$ cat config.mk
export PLATFORM = sky130hd
export DESIGN_NAME = barrelunshift_stream
export DESIGN_NICKNAME = d
export VERILOG_FILES = /design/src/rtl/barrelshift_pkg.sv /design/src/rtl/barrelunshift_window.sv /design/src/rtl/barrelunshift_stream.sv
export SDC_FILE = /design/constraint.sdc
export NUM_CORES = 1
export LEC_CHECK = 0
export CORE_MARGIN = 3
export CORE_UTILIZATION = 53
export DETAILED_ROUTE_END_ITERATION = 10
export PLACE_DENSITY = 0.93
export SETUP_SLACK_MARGIN = 0.1
export SYNTH_ARGS = -nofsm -noshare
export SYNTH_HDL_FRONTEND = slang
export SYNTH_SLANG_ARGS = --single-unit
$ cat constraint.sdc
create_clock -name clk -period 2 [get_ports clk]
set_input_delay 0.3 -clock clk [delete_from_list [all_inputs] [get_ports clk]]
set_output_delay 0.3 -clock clk [all_outputs]
set_load 0.02 [all_outputs]
$ cat src/rtl/barrelshift_pkg.sv
// Shared types for the barrel rotator and its receive-side unshifter.
// Word type, alignment FSM states and frame counter width.
package barrelshift_pkg;

   localparam int BIT_SHIFT   = 3;
   localparam int N_WORD      = 2 ** BIT_SHIFT;
   localparam int WORD_SIZE   = 9;
   localparam int FRAME_CNT_W = 16;

   typedef logic [WORD_SIZE-1:0] word_t;

   typedef enum logic {
      EMPTY,
      PRIMED
   } align_state_e;

endpackage

$ cat src/rtl/barrelunshift_window.sv
// Selects n_word consecutive words out of {cur, prev} starting at off.
// Log-depth mux tree: level l shifts the window down by 2**l words.
module barrelunshift_window
   import barrelshift_pkg::*;
#(
   parameter int bit_shift = BIT_SHIFT,
   parameter int n_word    = 2 ** bit_shift,
   parameter int word_size = WORD_SIZE
) (
   input  logic [bit_shift-1:0] off,
   input  logic [word_size-1:0] prev [n_word],
   input  logic [word_size-1:0] cur  [n_word],
   output logic [word_size-1:0] win  [n_word]
);

   localparam int W2 = 2 * n_word;

   logic [word_size-1:0] lvl [bit_shift+1][W2];

   for (genvar i = 0; i < W2; i++) begin : g_src
      if (i < n_word) begin : g_prev
         assign lvl[0][i] = prev[i];
      end else begin : g_cur
         assign lvl[0][i] = cur[i-n_word];
      end
   end

   // Words shifted in past the top of the 2*n_word window are never selected.
   for (genvar l = 0; l < bit_shift; l++) begin : g_lvl
      for (genvar i = 0; i < W2; i++) begin : g_pos
         if (i + (2 ** l) < W2) begin : g_in
            assign lvl[l+1][i] = off[l] ? lvl[l][i+(2**l)]
                                        : lvl[l][i];
         end else begin : g_top
            assign lvl[l+1][i] = off[l] ? '0 : lvl[l][i];
         end
      end
   end

   for (genvar j = 0; j < n_word; j++) begin : g_out
      assign win[j] = lvl[bit_shift][j];
   end

endmodule

$ cat src/rtl/barrelunshift_stream.sv
// Realigns a rotated n_word-word frame stream across frame boundaries.
// Holds one frame of history; registered output with valid/ready.
module barrelunshift_stream
   import barrelshift_pkg::*;
#(
   parameter int bit_shift = BIT_SHIFT,
   parameter int n_word    = 2 ** bit_shift,
   parameter int word_size = WORD_SIZE
) (
   input  logic                   clk,
   input  logic                   rst_n,
   input  logic                   sh_load,
   input  logic [bit_shift-1:0]   sh_val,
   input  logic [word_size-1:0]   in [n_word],
   input  logic                   in_valid,
   output logic                   in_ready,
   output logic [word_size-1:0]   out [n_word],
   output logic                   out_valid,
   input  logic                   out_ready,
   output logic [FRAME_CNT_W-1:0] frame_cnt
);

   align_state_e         state_q;
   align_state_e         state_d;
   logic [bit_shift-1:0] off_q;
   logic [word_size-1:0] prev_q [n_word];
   logic [word_size-1:0] win    [n_word];

   logic accept;
   logic out_fire;
   logic load_out;

   barrelunshift_window #(
      .bit_shift (bit_shift),
      .n_word    (n_word),
      .word_size (word_size)
   ) u_window (
      .off  (off_q),
      .prev (prev_q),
      .cur  (in),
      .win  (win)
   );

   always_ff @(posedge clk or negedge rst_n) begin
      if (!rst_n) begin
         state_q <= EMPTY;
      end else begin
         state_q <= state_d;
      end
   end

   always_comb begin
      state_d = state_q;
      if (sh_load) begin
         state_d = EMPTY;
      end else if (accept) begin
         state_d = PRIMED;
      end
   end

   // Ready depends only on registered state and sh_load, never on in_valid.
   always_comb begin
      in_ready = !sh_load &&
                 (state_q == EMPTY || !out_valid || out_ready);
      accept   = in_valid && in_ready;
      out_fire = out_valid && out_ready;
      load_out = accept && (state_q == PRIMED);
   end

   always_ff @(posedge clk or negedge rst_n) begin
      if (!rst_n) begin
         off_q     <= '0;
         out_valid <= 1'b0;
         frame_cnt <= '0;
         for (int i = 0; i < n_word; i++) begin
            prev_q[i] <= '0;
            out[i]    <= '0;
         end
      end else begin
         if (load_out) begin
            out       <= win;
            out_valid <= 1'b1;
         end else if (out_fire) begin
            out_valid <= 1'b0;
         end

         if (sh_load) begin
            off_q     <= sh_val;
            frame_cnt <= '0;
            for (int i = 0; i < n_word; i++) begin
               prev_q[i] <= '0;
            end
         end else begin
            if (out_fire) begin
               frame_cnt <= frame_cnt + 1'b1;
            end
            if (accept) begin
               prev_q <= in;
            end
         end
      end
   end

endmodule

==> results.toml <==
[worst_hold_path]
hold_start = "sh_load"
hold_path_depth = 2
hp-class = "in -> reg"

[worst_setup_path]
cpPeakStageDelay_ns = 0.65
worstSetupStartpointType = "flop"
path_cells = "clkdlybuf4s50_1"
worstPathMaxFanout = 8
critPathKind = "reg -> out"
path_buf_inv = 1
r2r_start = "off_q[0]"
crit_cells = 1
cp_top_family = "buffers and inverters"
startpoint = "frame_cnt[9]"
rr_worst_depth = 4
slowest_stage = "clkdlybuf4s50_1"
worstPathRequired_ns = 1.70
cp.arrival_ns = 1.55
end_kind = "primary output"

[yosys]
synth_top_area_frac = 0.448
synth_edf_count = 0
ys_seq_area_frac = 0.448
synth_top_family_by_area = "compound AO/OA/AOI/OAI gates"
syn_area_per_cell_um2 = 9.59
syn_area_mm2 = 0.00922
synthSimpleGateAreaFrac = 0.138
yosys.area_share.adder = 0.00136
yosysWarnings = 0
netlist_instances = 961
synthMuxAreaShare = 0.158
synth_xor_xnor_area_share = 0.00855
yosys-top-cells-area = "dfrtp_1 45%, mux2_2 16%, o22ai_1 9.8%"
yosysMostFrequentCell = "dfrtp_1"
synth_compound_area_frac = 0.205
yosys_register_bits = 165
synth_common_cells = "165 x dfrtp_1, 153 x nand2_1, 144 x o22ai_1"
ys_types = 30
ys.flop_type = "dfrtp_1"
syn_nets = 1042
async_reset_ff_frac = 1.00
synth_top_area_cell = "dfrtp_1"

[cells_and_area]
drive_gt1_frac = 0.190
num-fill-cells = 1146
area_delta_synth_final_pct = 30.4
nets = 1182
n_antenna_cell = 0

[power_and_ir_drop]
powerDensity_mw_per_mm2 = 968
power_switching_mw = 3.96
vdd_drop_max_v = 0.000757
p_seq_frac = 0.376
combPwrFrac = 0.320
switching_share = 0.340
finalPower_mw = 11.6
power_leakage_nw = 4.93
clockPowerShare = 0.304
internal_power_mw = 7.68

[timing]
setup-violations-final = 0
fin_ws_ns = 0.151
rsz0062_at_grt = "yes"
period_minus_slack_ns = 1.85
tightest_slew_ns = 0.540
finClkSkew_ns = 0.0119
hold_viol = 0
fmax_ghz = 0.541
maxSlewHeadroom = 0.638
fin_crit_sh = 0.925
drv_slew = 0
finalSetupTns_ns = 0
hold-worst-slack_ns = 0.123

[floorplan]
die_w_um = 138
fp.dieH_um = 138
start_util = 0.548
rows = 47
dieArea_mm2 = 0.0190
io_pins = 170
core_mm2 = 0.0168

[clock_network]
root_buffer = "clkbuf_16"
cts_buffer_depth = 2
cts_buffers = 17
insertion_delay_ns = 0.44
path_clk_slew_ns = 0.07
clock-sinks = 165
htree_levels = 4
cts_tree = "done"

[placement]
dp_slack_ns = 0.0114
gp_congestion = 0.998
hpwl_mm = 22.2
place.port_buffers = 169

[global_routing]
grt_antenna_before_repair = 0
track_usage = 0.343
grt_max_degree = 92
grt_first_pass_wirelength_mm = 48.9
grt_pass1_vias = 8320
overflow = 0

[route]
dr.pass1.iters = 5
wirelength_mm = 32.2
routed_via_density = 6.70
via_count = 8935
drtIter0Drc = 1235
drc = 0
ant_nets = 0
routedWlPerCell_um = 24.2

[run_status]
status = "complete, no violations"

[flow_run]
cap_viol_max_count = 0
[cell families (layout without fill, tap and decap cells)]
group                    after synthesis  after routing
flip-flops                           165            165
AND/OR/NAND/NOR                      266            266
AO/OA/AOI/OAI                        303            303
buffers and inverters                 88            241
XOR/XNOR                               9              9
adder cells (fa/ha/maj)                1              1
multiplexers                         129            129
[stage by stage]
stage | utilization | cell area (µm²) | instances
2_1_floorplan | - | 9220 | 961
3_3_place_gp | 0.676 | 11400 | 1301
3_5_place_dp | 0.676 | 11400 | 1301
4_1_cts | 0.714 | 12000 | 1334
5_1_grt | 0.715 | 12000 | 1334
6_report | 0.715 | 12000 | 1334
[worst reg2reg max path, delay by kind of cell, from the launching register on]
family / cells / cell delay (ns)
flops: 1 / 0.54
compound gates: 2 / 0.56
mux: 1 / 0.37
buf+inv: 1 / 0.21
[area by class of cell]
| cell class | count | area (µm²) | share of cell area |
|---|---|---|---|
| Clock buffer | 17 | 425 | 0.0354 |
| Clock inverter | 15 | 203 | 0.0169 |
| Inverter | 1 | 3.75 | 0.000312 |
| Multi-Input combinational cell | 708 | 4750 | 0.395 |
| Sequential cell | 165 | 4130 | 0.344 |
| Tap cell | 220 | 275 | 0.0229 |
| Timing Repair Buffer | 208 | 2240 | 0.186 |
[placed cells by master (no fill, tap or decap), drive strengths merged]
cell           instances
dfrtp                165
ha                     1
or3                    2
mux2                 129
clkbuf                17
nand2b                75
a21oi                  8
dlymetal6s2s           1
clkinv                 3
nand2                153
nand3                  7
nor2                  11
or2                    1
clkdlybuf4s50        165
dlygate4sd3            1
o22ai                144
clkinvlp               5
and4                   4
a21boi                 1
clkdlybuf4s15          1
o21ai                 74
xnor2                  2
o31ai                 76
or4                    4
nand4                  5
buf                   40
xor2                   7
inv                    4
nor4                   2
bufinv                 4
nor2b                  2
[power by group through the flow]
stage | logic, mW | clock network, mW | registers [mW]
6_report | 3.72 | 3.53 | 4.38
5_1_grt | 3.95 | 3.67 | 4.41
4_1_cts | 3.67 | 3.53 | 4.35
3_5_place_dp | 3.61 | 0 | 4.40
3_3_place_gp | 3.55 | 0 | 4.37
2_1_floorplan | 1.46 | 0 | 4.70
[per-layer routing]
metal	vias to the layer above	wire length [µm]	part of all wire	track usage
li1	3840	-	-	-
met1	4273	12000	0.37	0.454
met2	699	14200	0.44	0.510
met3	123	4520	0.14	0.120
met4	0	1540	0.048	0.153
met5	-	0	0	0
[registers in the layout, indices dropped and copies added, names as in the netlist]
name / count
out_valid: 1
frame_cnt: 16
prev_q: 72
out: 72
state_q: 1
off_q: 3
[final timing paths]
check / to / slack, ns
worst max-delay path: frame_cnt[9] / 0.15
worst min-delay path: state_q / 0.12
worst max register to register: out[7] / 0.17
worst min register to register: out[32] / 0.48
max in group asynchronous: out[20] / 1.07
min in group asynchronous: frame_cnt[6] / 0.32
[what timing repair did]
action	CTS	global route
gates cloned	0	0
pin swaps	0	0
endpoints found under the setup margin	1	6
resized for setup	1	4
hold buffers	1	0
buffers inserted	0	0
endpoints found under the hold margin	30	0
Note: power is estimated with default switching activity, not from simulation.
